===== src/rtl/pc_sequencer_if.sv =====
// pc_sequencer_if
//   Handshake bundle between the PC sequencer and whatever drives and
//   consumes it: control requests, the jump target, the downstream ready,
//   and the registered PC offer.
//
// Parameters
//   N          PC width in bits
//
// Signals
//   start      leave IDLE/HALT and begin issuing
//   halt_req   stop issuing after the current cycle
//   load       parallel load request
//   load_val   jump target [N-1:0]
//   pc_ready   downstream accepts the current PC
//   pc         current program counter [N-1:0]
//   pc_valid   pc is offered downstream
//   wrap       one-cycle pulse when the PC rolls from all-ones to 0
//              (only when PC_WRAP_DETECT_EN is defined)
//
// Modports
//   master     the sequencer side (drives pc, pc_valid, wrap)
//   slave      the control/fetch side (drives the requests and pc_ready)

interface pc_sequencer_if #(
  parameter int N = 4
);

  logic         start;
  logic         halt_req;
  logic         load;
  logic [N-1:0] load_val;
  logic         pc_ready;
  logic [N-1:0] pc;
  logic         pc_valid;
`ifdef PC_WRAP_DETECT_EN
  logic         wrap;
`endif

`ifdef PC_WRAP_DETECT_EN
  modport master (
    input  start, halt_req, load, load_val, pc_ready,
    output pc, pc_valid, wrap
  );

  modport slave (
    output start, halt_req, load, load_val, pc_ready,
    input  pc, pc_valid, wrap
  );
`else
  modport master (
    input  start, halt_req, load, load_val, pc_ready,
    output pc, pc_valid
  );

  modport slave (
    output start, halt_req, load, load_val, pc_ready,
    input  pc, pc_valid
  );
`endif

endinterface


===== src/rtl/pc_sequencer.sv =====
// pc_sequencer
//   Registered program-counter stage. Each accepted handshake
//   (pc_valid & pc_ready) latches incrementor(pc) back into the PC register.
//   A three-state FSM (IDLE/RUN/HALT) gates the offer to the fetch stage,
//   and a parallel load path supports jumps in any state.
//
// Configuration macro
//   PC_WRAP_DETECT_EN  when defined, adds the registered 'wrap' pulse.
//
// Parameters
//   N          PC width in bits (also the incrementor width)
//   RESET_VAL  PC value after reset
//
// Ports
//   clk        single clock, rising edge
//   rst        synchronous active-high reset
//   bus        pc_sequencer_if master modport (requests in, pc/pc_valid/wrap out)

// incrementor: (a + 1) mod 2^N, no carry-out.
module incrementor #(
  parameter int N = 4
) (
  input  logic [N-1:0] a,
  output logic [N-1:0] y
);

  assign y = a + N'(1);

endmodule

module pc_sequencer #(
  parameter int           N         = 4,
  parameter logic [N-1:0] RESET_VAL = '0
) (
  input  logic                clk,
  input  logic                rst,
  pc_sequencer_if.master      bus
);

  typedef enum logic [1:0] {
    IDLE = 2'd0,
    RUN  = 2'd1,
    HALT = 2'd2
  } state_t;

  state_t       state;
  logic [N-1:0] pc_q;
  logic [N-1:0] pc_inc;
  logic         valid_q;
  logic         fire;

  incrementor #(.N(N)) u_inc (
    .a (pc_q),
    .y (pc_inc)
  );

  // Handshake completes only while the PC is actually offered.
  assign fire = valid_q & bus.pc_ready;

  // PC register: reset beats load, load beats the increment on fire, so a
  // jump issued together with a fire still consumes the current PC but
  // lands on load_val. Without fire or load the PC holds, which keeps it
  // stable under backpressure.
  always_ff @(posedge clk) begin
    if (rst) begin
      pc_q <= RESET_VAL;
    end else if (bus.load) begin
      pc_q <= bus.load_val;
    end else if (fire) begin
      pc_q <= pc_inc;
    end
  end

  // Control FSM with pc_valid registered alongside the state so the output
  // has no combinational path from the inputs. In RUN a simultaneous
  // start/halt_req halts; in IDLE/HALT start wins because halt_req is not
  // looked at there. A halt with fire still lets the PC advance above.
  always_ff @(posedge clk) begin
    if (rst) begin
      state   <= IDLE;
      valid_q <= 1'b0;
    end else begin
      case (state)
        IDLE: begin
          if (bus.start) begin
            state   <= RUN;
            valid_q <= 1'b1;
          end
        end
        RUN: begin
          if (bus.halt_req) begin
            state   <= HALT;
            valid_q <= 1'b0;
          end
        end
        HALT: begin
          if (bus.start) begin
            state   <= RUN;
            valid_q <= 1'b1;
          end
        end
        default: begin
          state   <= IDLE;
          valid_q <= 1'b0;
        end
      endcase
    end
  end

  assign bus.pc       = pc_q;
  assign bus.pc_valid = valid_q;

`ifdef PC_WRAP_DETECT_EN
  logic wrap_q;

  // Wrap pulse: the PC is about to roll from all-ones to 0 through the
  // incrementor. A load on the same edge redirects the PC, so no wrap.
  always_ff @(posedge clk) begin
    if (rst) begin
      wrap_q <= 1'b0;
    end else begin
      wrap_q <= fire & ~bus.load & (&pc_q);
    end
  end

  assign bus.wrap = wrap_q;
`endif

endmodule


===== src/flat_wrapper.sv =====
// flat-port wrapper written by rule: the top's interface ports become plain ports
module pc_sequencer_flat 
#(
  parameter int           N         = 4,
  parameter logic [N-1:0] RESET_VAL = '0
)
  (clk, rst, bus_start, bus_halt_req, bus_load, bus_load_val, bus_pc_ready, bus_pc, bus_pc_valid);
  pc_sequencer_if #(.N(N)) bus_i ();
  input  logic clk;
  input  logic rst;
  input wire logic [$bits(bus_i.start)-1:0] bus_start;
  input wire logic [$bits(bus_i.halt_req)-1:0] bus_halt_req;
  input wire logic [$bits(bus_i.load)-1:0] bus_load;
  input wire logic [$bits(bus_i.load_val)-1:0] bus_load_val;
  input wire logic [$bits(bus_i.pc_ready)-1:0] bus_pc_ready;
  output wire logic [$bits(bus_i.pc)-1:0] bus_pc;
  output wire logic [$bits(bus_i.pc_valid)-1:0] bus_pc_valid;
  assign bus_i.start = bus_start;
  assign bus_i.halt_req = bus_halt_req;
  assign bus_i.load = bus_load;
  assign bus_i.load_val = bus_load_val;
  assign bus_i.pc_ready = bus_pc_ready;
  assign bus_pc = bus_i.pc;
  assign bus_pc_valid = bus_i.pc_valid;
  pc_sequencer #(.N(N), .RESET_VAL(RESET_VAL)) u_core (.clk(clk), .rst(rst), .bus(bus_i));
endmodule

===== config.mk =====
export PLATFORM = sky130hd
export DESIGN_NAME = pc_sequencer_flat
export DESIGN_NICKNAME = d
export VERILOG_FILES = /design/src/rtl/pc_sequencer_if.sv /design/src/rtl/pc_sequencer.sv /design/src/flat_wrapper.sv
export SDC_FILE = /design/constraint.sdc
export NUM_CORES = 1
export LEC_CHECK = 0
export CAP_MARGIN = 0
export CORE_AREA = 2 2 39 41
export DETAILED_ROUTE_END_ITERATION = 16
export DIE_AREA = 0 0 41 43
export HOLD_SLACK_MARGIN = 0.06
export SETUP_SLACK_MARGIN = 0.02
export SYNTH_ARGS = -nofsm -noshare
export SYNTH_HDL_FRONTEND = slang
export SYNTH_HIERARCHICAL = 1
export SYNTH_SLANG_ARGS = --single-unit

===== constraint.sdc =====
create_clock -name clk -period 2.2 [get_ports clk]
set_input_delay 0.22 -clock clk [delete_from_list [all_inputs] [get_ports clk]]
set_output_delay 0.22 -clock clk [all_outputs]
set_load 0.05 [all_outputs]

# Word level (Yosys, flattened, before mapping)
# Index checks and enable logic that the tools add are counted.
word_totals:
  regBits: 7
classes:
  n_addsub: 1
  eq_ne: 4
  mux: 8
  bitwise: 1
  n_reduce_logical: 4
ops:
  columns: ["cell", "count"]
  rows:
  - ["2-to-1 mux 4 bit", 2]
  - ["adder 4 x 1 -> 4 bit, second input constant", 1]
  - ["2-to-1 mux 2 bit", 2]
  - ["one-hot mux 2 bit (2 select lines)", 1]
  - ["== test 2 x 1 -> 1 bit, second input constant", 1]
  - ["== test 2 bit, second input constant", 1]
  - ["zero test 2 bit", 1]
  - ["2-to-1 mux 1 bit", 2]
  - ["!= test 2 x 1 -> 1 bit, second input constant", 1]
  - ["!= test 2 bit, second input constant", 1]
  - ["one-hot mux 1 bit (2 select lines)", 1]
  - ["AND reduction 2 bit", 1]
  - ["nonzero test 2 bit", 1]
  - ["OR reduction 2 bit", 1]
  - ["bitwise AND 1 bit", 1]

# Depth between registers and ports, before layout
# Gate-level depths: netlist of the first run.
depth:
  ltp_word: 4
  ltp_mapped: 4
  mapped_depth_nobuf: 4

# Modules after synthesis
# Netlist of the first run, hierarchy kept.
by_module_without_submodules:
  columns: ["module", "n_inst", "cells_per_inst", "area_per_inst_um2", "seq_area_each_um2"]
  rows:
  - ["pc_sequencer", 1, 30, 320.3, 120.1]
  - ["incrementor", 1, 5, 43.8, 0.0]

# Worst setup path after synthesis of the first run
# Ideal clock, no wire load.
synth_path:
  kind: "reg-to-reg"
  start: "reg u_core.pc_q[0], in the netlist u_core/bus.pc[0]"
  end: "reg u_core.pc_q[1], in the netlist u_core/bus.pc[1]"
  setup_time_ns: 0.132
  arrival_ns: 1.356
  required_ns: 2.068
  path_slack_ns: 0.712
  stages_incl_launch_ff: 4
  cell_sequence: "dfxtp_1 > ha_1 > nor4bb_1 > a2111oi_2"
synth_between:
  elab_chain_len: 3
synth_rtl:
  columns: ["item", "line_no", "source"]
  rows:
  - ["from (decl)", "pc_sequencer.sv:47", "logic [N-1:0] pc_q;"]
  - ["from (signal assigned)", "pc_sequencer.sv:68", "pc_q <= bus.load_val;"]
  - ["from (signal assigned)", "pc_sequencer.sv:70", "pc_q <= pc_inc;"]
  - ["adder 4 x 1 -> 4 bit", "pc_sequencer.sv:27", "assign y = a + N'(1);"]
  - ["via u_core.pc_inc[1]", "pc_sequencer.sv:48", "logic [N-1:0] pc_inc;"]
  - ["2-to-1 mux 4 bit", "pc_sequencer.sv:69", "end else if (fire) begin"]
  - ["2-to-1 mux 4 bit", "pc_sequencer.sv:67", "end else if (bus.load) begin"]
# The timed path passes the listed nets, and every way through them passes these cells. The select of a mux whose other input is x is not followed.
# A chain may end at the register's enable or synchronous reset.

==> impl_metrics.tcl, run 1 <==
set metrics [dict create \
    fin_crit_ps 1850 \
    synth_top_family_by_area "compound AO/OA/AOI/OAI gates" \
    slew_viol_final 0 \
    ctsHoldBuffers 0 \
    top_usage_layer "met2" \
    cts_made_buffers 3 \
    fillers 153 \
    cpPeakStageDelay_ps 870 \
    antenna_found_initial 0 \
    viasPerCell 4.83 \
    port_buffers 14 \
    r2r_setup_slack_ps 970 \
    ant_nets 0 \
    die_h_um 43 \
    crit_family "buffers and inverters" \
    worstMarginPinSlew_ps 490 \
    grt_max_degree 14 \
    ys_seq_area_share_pct 33.0 \
    fp.coreArea_um2 1380 \
    synth_cell_types 16 \
    vias 319 \
    r2r_start "u_core/bus.pc[0]" \
    max_cap_viol_count 0 \
    critical_path_required_ps 1980 \
    sw_frac_of_total_pct 31.4 \
    overflow 0 \
    diodes 0 \
    cts-resized-gates 0 \
    path_buf_inv 1 \
    synth_compound_area_share_pct 26.1 \
    first_global_vias 299 \
    setup_slack_ps 351 \
    drive_gt1_share_pct 14.0 \
    grt_pass1_wl_um 1260 \
    htreeDepth 1 \
    r2r_end "u_core/bus.pc[2]" \
    synth.avg_cell_area_um2 10.4 \
    drtIter0Drc 0 \
    dp_hpwl_um 544 \
    grt.met3_usage_pct 8.38 \
    ios 15 \
    hp-start "u_core/state[1]" \
    instances_no_fill 66 \
    gr-usage-met1_pct 13.5 \
    period_share_pct 84.0 \
    setup_viol 0 \
    area_growth_pct 45.0 \
    crit_path_start_kind "flop" \
    synthAdderAreaFrac_pct 3.44 \
    post-cts-setup-buffers 0 \
    rr_worst_depth 4 \
    irDropWorstVdd_v 0.000193 \
    end_kind "output port" \
    rows 14 \
    cts_buffer_depth 2 \
    path_clk_slew_ps 50 \
    dr.pass1.iters 1 \
    critPathSlowestCell "clkdlybuf4s50_1" \
    pre_cts_slack_ps 627 \
    holdCritPathClass "reg -> reg" \
    arrival_ps 1630 \
    synth_warnings 6 \
    p_sw_uw 102 \
    synth-simple-area-share_pct 22.3 \
    holdPathStages 2 \
    dpl.cell_count 63 \
    insertion_delay_ps 250 \
    die_x_um 41 \
    power.density_nw_per_um2 612 \
    rsz0062_at_grt "false" \
    remaining_drc_errors 0 \
    clock-sinks 6 \
    cts_root_buffer "clkbuf_4" \
    synth_fp_nets 46 \
    power_frac_comb_pct 27.5 \
    slew_headroom_pct 67.2 \
    fmax_ghz 0.541 \
    path_max_fanout 13 \
    use_met2_pct 14.1 \
    status "finished, final reports clean" \
    synth_mux_area_share_pct 0 \
    crit_chain "clkdlybuf4s50_1" \
    p_leak_nw 0.192 \
    post_drt_wl_per_cell_um 11.6 \
    ys_ff_latch 6 \
    holdPathEnd "u_core/state[0]" \
    worst-setup-path-type "reg -> out" \
    track_usage_pct 11.3 \
    fin_worst_skew_ps 0.833 \
    gp_congestion 0.690 \
    layout.nets 63 \
    synthCells 35 \
    drt_wl_total_um 763 \
    hold_viol_final 0 \
    synth-xor-area-share_pct 4.81 \
    final.setup.tns_ps 0 \
    die_area_um2 1760 \
    pwr-share-seq_pct 39.9 \
    tritoncts "built" \
    mappedNetlistArea_um2 364 \
    internal-power_uw 221 \
    initial_utilization_pct 26.3 \
    pwr-share-clk_pct 32.7 \
]
## routing by layer
metal,part of all wire (%),vias to the layer above,routed length (um)
met5,0,-,0
met4,0.66,0,5
met3,11,2,86
met2,42,14,318
met1,46,137,352
li1,-,166,-
## synthesized netlist by cell type, drive strengths merged
cell type / instances / area share [%]
buf: 2 / 5.2
inv: 5 / 5.2
a21oi: 2 / 2.7
nor4bb: 4 / 11
nand2b: 1 / 1.7
a2111oi: 4 / 15
nand3b: 1 / 2.1
ha: 1 / 3.4
or3b: 2 / 4.8
xnor2: 1 / 2.4
dfxtp: 6 / 33
nand3: 1 / 2.7
xor2: 1 / 2.4
a211oi: 4 / 8.2
## cells in the final DEF, fill, tap and decap left out, drive strengths merged, types with 2 or more instances in the layout
cell type	count
dfxtp	6
inv	5
a2111oi	4
a211oi	4
a21oi	2
nor4bb	4
clkdlybuf4s50	14
clkbuf	3
or3b	2
## kinds of logic after synthesis
family / count (synthesis)
xor+xnor: 2
compound gates: 10
simple gates: 9
fa+ha+maj: 1
buf+inv: 7
flops: 6
## flip-flops by register name, summed over array words and instances, names as in the netlist
register,cells
u_core/bus.pc,4
u_core/state,2
## through the flow
stage | power (mW) | utilization, % | hold WS (ps) | instance area, um^2
final | 0.323 | 38.2 | 534 | 528
after floorplan | 0.185 | - | 289 | 364
after global placement | 0.220 | 36.5 | 532 | 505
after global routing | 0.343 | 38.2 | 548 | 528
after detailed placement | 0.220 | 36.5 | 532 | 505
after CTS | 0.330 | 38.2 | 539 | 528
## final cells by class
class | count | area, um^2 | area share [%]
clock buffers | 3 | 22.5 | 4.27
inverters | 5 | 18.8 | 3.55
multi-input cells | 22 | 206 | 39.1
flip-flops and latches | 6 | 120 | 22.7
well taps | 16 | 20.0 | 3.79
repair buffers | 14 | 140 | 26.5
## how the worst max path moves through the flow
stage / start / to / slack [ps] / cells past startpoint
final: u_core/state[0] / bus_pc_valid / 350 / 1
after global routing: u_core/state[0] / bus_pc_valid / 270 / 1
after CTS: u_core/state[0] / bus_pc_valid / 350 / 1
after detailed placement: u_core/state[0] / bus_pc_valid / 630 / 1
after global placement: u_core/state[0] / bus_pc_valid / 630 / 1
after floorplan: u_core/bus.pc[0] / u_core/bus.pc[1] / 710 / 3
## power groups by stage
stage | Clock (mW) | Combinational, mW | Sequential (mW)
after floorplan | 0 | 0.0327 | 0.152
after global placement | 0 | 0.0892 | 0.131
after detailed placement | 0 | 0.0891 | 0.131
after CTS | 0.112 | 0.0896 | 0.129
after global routing | 0.118 | 0.0951 | 0.130
final | 0.106 | 0.0886 | 0.129
Note: power is estimated with default switching activity, not from simulation.
==> inputs of run 2 (changes only) <==
==> constraint.sdc (replaced) <==
create_clock -name clk -period 1.6 [get_ports clk]
set_input_delay 0.16 -clock clk [delete_from_list [all_inputs] [get_ports clk]]
set_output_delay 0.16 -clock clk [all_outputs]
set_load 0.05 [all_outputs]
==> run 2 against run 1 <==
- non-clock buffer count grew 1
- combinational power grew 40%
- critical endpoint is now u_core/bus.pc[2]
- power up 37%
==> impl_metrics.tcl, run 2 (synthesized netlist as in run 1, its figures left out) <==
set metrics [dict create \
    power_frac_comb_pct 28.0 \
    vias 318 \
    viasPerCell 4.75 \
    dp_hpwl_um 540 \
    dpl.cell_count 64 \
    slew_viol_final 0 \
    rows 14 \
    fin_worst_skew_ps 11.5 \
    slew_headroom_pct 70.9 \
    grt_pass1_wl_um 1260 \
    remaining_drc_errors 0 \
    register_area_um2 120 \
    first_global_vias 303 \
    cpPeakStageDelay_ps 350 \
    antenna_found_initial 0 \
    p_total_uw 444 \
    cts_made_buffers 3 \
    status "finished, final reports clean" \
    initial_utilization_pct 26.3 \
    internal-power_uw 307 \
    crit_chain "ha_1 > xor2_1 > nor4bb_1 > a2111oi_1" \
    post_drt_wl_per_cell_um 11.1 \
    fmax_ghz 0.815 \
    crit_path_start_kind "flop" \
    crit_family "flip-flops" \
    hold_viol_final 0 \
    r2r_start "u_core/bus.pc[0]" \
    cts_root_buffer "clkbuf_4" \
    r2r_setup_slack_ps 370 \
    overflow 0 \
    cts_buffer_depth 2 \
    drive_gt1_share_pct 25.5 \
    port_buffers 14 \
    fin_crit_ps 1230 \
    die_area_um2 1760 \
    insertion_delay_ps 250 \
    fp.coreArea_um2 1380 \
    dr.pass1.iters 3 \
    critical_path_required_ps 1710 \
    holdPathEnd "u_core/bus.pc[2]" \
    multi_input_area_um2 206 \
    fillers 146 \
    max_cap_viol_count 0 \
    worst-setup-path-type "reg -> reg" \
    irDropWorstVdd_v 0.000322 \
    holdWs_ps 479 \
    holdPathStages 3 \
    post-cts-setup-buffers 0 \
    largest_reg_flops 4 \
    p_sw_uw 137 \
    gp_congestion 0.584 \
    clock-sinks 6 \
    cts-resized-gates 0 \
    hp-start "bus_load_val[2]" \
    final_cell_mix "clkdlybuf4s50_1, dfxtp_1, buf_4, inv_1" \
    worstMarginPinSlew_ps 435 \
    area_growth_pct 47.1 \
    pwr-share-seq_pct 40.2 \
    r2r_end "u_core/bus.pc[2]" \
    ios 15 \
    sw_frac_of_total_pct 30.9 \
    ctsHoldBuffers 0 \
    die_h_um 43 \
    final.setup.tns_ps 0 \
    holdCritPathClass "in -> reg" \
    pwr-share-clk_pct 31.8 \
    drt_wl_total_um 747 \
    p_leak_nw 0.208 \
    ant_nets 0 \
    tritoncts "built" \
    end_kind "flop" \
    die_x_um 41 \
    diodes 0 \
    htreeDepth 1 \
    power.density_nw_per_um2 829 \
    drtIter0Drc 3 \
    arrival_ps 1340 \
    path_buf_inv 0 \
    setup_viol 0 \
    mostFrequentLayoutCell "clkdlybuf4s50_1" \
    track_usage_pct 10.9 \
    period_share_pct 76.7 \
    rsz0062_at_grt "false" \
    layout.nets 64 \
    grt_max_degree 14 \
    rr_worst_depth 4 \
    path_max_fanout 5 \
    critPathSlowestCell "dfxtp_1" \
    fin_util_pct 38.7 \
    instances_no_fill 67 \
    path_clk_slew_ps 50 \
]
## run 2: how the worst max path moves through the flow
| stage | endpoint | slack, ps | cells past startpoint | start |
|---|---|---|---|---|
| 4_1_cts | u_core/bus.pc[1] | 390 | 3 | u_core/bus.pc[0] |
| 3_3_place_gp | u_core/bus.pc[0] | 140 | 3 | bus_load |
| 2_1_floorplan | u_core/bus.pc[1] | 110 | 3 | u_core/bus.pc[0] |
| 6_report | u_core/bus.pc[2] | 370 | 4 | u_core/bus.pc[0] |
| 5_1_grt | u_core/bus.pc[2] | 270 | 4 | u_core/bus.pc[0] |
| 3_5_place_dp | u_core/bus.pc[0] | 140 | 3 | bus_load |
## run 2: per-layer routing
| metal | global-route usage [%] | wire (um) | vias up |
|---|---|---|---|
| li1 | - | - | 166 |
| met1 | 13.3 | 351 | 140 |
| met2 | 14.4 | 319 | 10 |
| met3 | 3.14 | 62 | 2 |
| met4 | 10.0 | 12 | 0 |
| met5 | 0 | 0 | - |
## run 2: worst reg2reg max path, stage by stage (launching register included)
cell       delay, ps
dfxtp_1          350
ha_1             220
xor2_1           140
nor4bb_1         300
a2111oi_1         80
## run 2: per-stage QoR
| stage | instance area, um^2 | setup WS [ps] |
|---|---|---|
| detailed placement | 513 | 135 |
| floorplan | 364 | 112 |
| CTS | 536 | 386 |
| finish | 536 | 373 |
| global placement | 513 | 139 |
| global route | 536 | 268 |
## run 2: power by group through the flow
stage	combinational [mW]	clock (mW)	sequential, mW
after global routing	0.133	0.158	0.181
after detailed placement	0.126	0	0.181
after global placement	0.125	0	0.181
final	0.124	0.141	0.178
after CTS	0.126	0.147	0.178
after floorplan	0.0449	0	0.210
## run 2: cell type report
type / count / area share, %
multi-input cells: 22 / 38.6
repair buffers: 15 / 27.6
flip-flops and latches: 6 / 22.4
clock buffers: 3 / 4.21
well taps: 16 / 3.74
inverters: 5 / 3.50
==> inputs of run 3 (changes only) <==
==> constraint.sdc (replaced) <==
create_clock -name clk -period 1.3 [get_ports clk]
set_input_delay 0.13 -clock clk [delete_from_list [all_inputs] [get_ports clk]]
set_output_delay 0.13 -clock clk [all_outputs]
set_load 0.05 [all_outputs]
==> run 3 against run 2 <==
- clock skew shrank 10 ps
- non-clock buffer count is the same
- sequential share of layout area is 1.7 points lower
- die area did not move
- sequential power grew 28%
- fmax grew 1.1%
- sequential cell count is the same
==> impl_metrics.tcl, run 3 (synthesized netlist as in run 1, its figures left out) <==
set metrics [dict create \
    cts_buffer_depth 2 \
    track_usage_pct 10.3 \
    holdPathStages 3 \
    arrival_ps 1320 \
    rr_worst_depth 4 \
    place_area_um2 581 \
    mostFrequentLayoutCell "clkdlybuf4s50_1" \
    drive_gt1_share_pct 33.3 \
    grt_pass1_wl_um 1190 \
    dr.pass1.iters 3 \
    r2r_start "u_core/bus.pc[0]" \
    critPathSlowestCell "dfxtp_2" \
    worst-setup-path-type "reg -> reg" \
    p_total_uw 584 \
    cpPeakStageDelay_ps 350 \
    layout.nets 64 \
    irDropWorstVdd_v 0.000419 \
    hold_viol_final 0 \
    insertion_delay_ps 240 \
    ios 15 \
    hp-start "bus_load_val[2]" \
    viasPerCell 5.01 \
    post-cts-setup-buffers 0 \
    first_global_vias 303 \
    drtIter0Drc 3 \
    period_share_pct 93.4 \
    final.setup.tns_ps 0 \
    final_area_um2 603 \
    die_area_um2 1760 \
    critical_path_required_ps 1410 \
    dpl.cell_count 64 \
    remaining_drc_errors 0 \
    area_growth_pct 65.6 \
    path_clk_slew_ps 50 \
    diodes 0 \
    htreeDepth 1 \
    r2r_end "u_core/bus.pc[2]" \
    fp.coreArea_um2 1380 \
    gp_congestion 0.635 \
    cts_made_buffers 3 \
    path_buf_inv 0 \
    end_kind "flop" \
    setup_viol 0 \
    fin_crit_ps 1210 \
    slew_viol_final 0 \
    drt_wl_total_um 768 \
    crit_chain "ha_1 > xor2_1 > nor4bb_1 > a2111oi_1" \
    worstMarginPinSlew_ps 328 \
    holdPathEnd "u_core/bus.pc[2]" \
    die_x_um 41 \
    crit_family "flip-flops" \
    tritoncts "built" \
    r2r_setup_slack_ps 90 \
    path_max_fanout 5 \
    slew_headroom_pct 78.1 \
    grt_max_degree 14 \
    ant_nets 0 \
    vias 336 \
    max_cap_viol_count 0 \
    rows 14 \
    largest_reg_flops 4 \
    p_leak_nw 0.228 \
    final_cell_mix "clkdlybuf4s50_1, buf_12, inv_1" \
    fin_util_pct 43.6 \
    initial_utilization_pct 26.3 \
    overflow 0 \
    rsz0062_at_grt "false" \
    ctsHoldBuffers 0 \
    crit_path_start_kind "flop" \
    post_drt_wl_per_cell_um 11.5 \
    clock-sinks 6 \
    holdCritPathClass "in -> reg" \
    instances_no_fill 67 \
    die_h_um 43 \
    fin_worst_skew_ps 1.48 \
    status "finished, final reports clean" \
    antenna_found_initial 0 \
    port_buffers 14 \
    cts-resized-gates 0 \
    dp_hpwl_um 553 \
    cts_root_buffer "clkbuf_4" \
    fmax_ghz 0.824 \
    power.density_nw_per_um2 969 \
]
-- run 3: cell counts in the layout (fill, tap and decap cells not counted) --
No cell type changed its count.
-- run 3: metrics by stage --
step / hold WS (ps) / worst slack, ps
after global placement: 510 / -18.7
after global routing: 468 / 45.5
final: 446 / 86.0
after detailed placement: 526 / -36.0
after floorplan: 191 / 23.5
after CTS: 438 / 91.7
-- run 3: worst min-delay path: stages --
cell,delay (ps)
clkdlybuf4s50_1,400
inv_1,50
a2111oi_1,60
-- run 3: area by class of cell --
class,instances,area [um^2]
sequential,6,125
fill,139,781
multi-input combinational,22,206
timing repair buffer,15,210
inverter,5,18.8
clock buffer,3,22.5
tap,16,20.0
-- run 3: worst max path at each step --
stage | startpoint | to | depth (start not counted)
after floorplan | u_core/bus.pc[0] | u_core/bus.pc[1] | 3
after global placement | bus_pc_ready | u_core/bus.pc[0] | 3
after detailed placement | bus_pc_ready | u_core/bus.pc[0] | 3
after CTS | u_core/bus.pc[0] | u_core/bus.pc[2] | 4
after global routing | u_core/bus.pc[0] | u_core/bus.pc[2] | 4
final | u_core/bus.pc[0] | u_core/bus.pc[2] | 4
-- run 3: power breakdown --
group,switching (mW),leakage [nW],internal (mW)
Clock,0.0693,0.0138,0.105
Combinational,0.0806,0.163,0.103
Sequential,0.0260,0.0509,0.201
Total,0.176,0.228,0.408
-- run 3: per-layer routing --
metal	up-vias	routed length [um]	track usage (%)
li1	167	-	-
met3	2	58	3.14
met2	10	371	15.0
met4	0	8	8.00
met1	157	329	11.9
met5	-	0	0
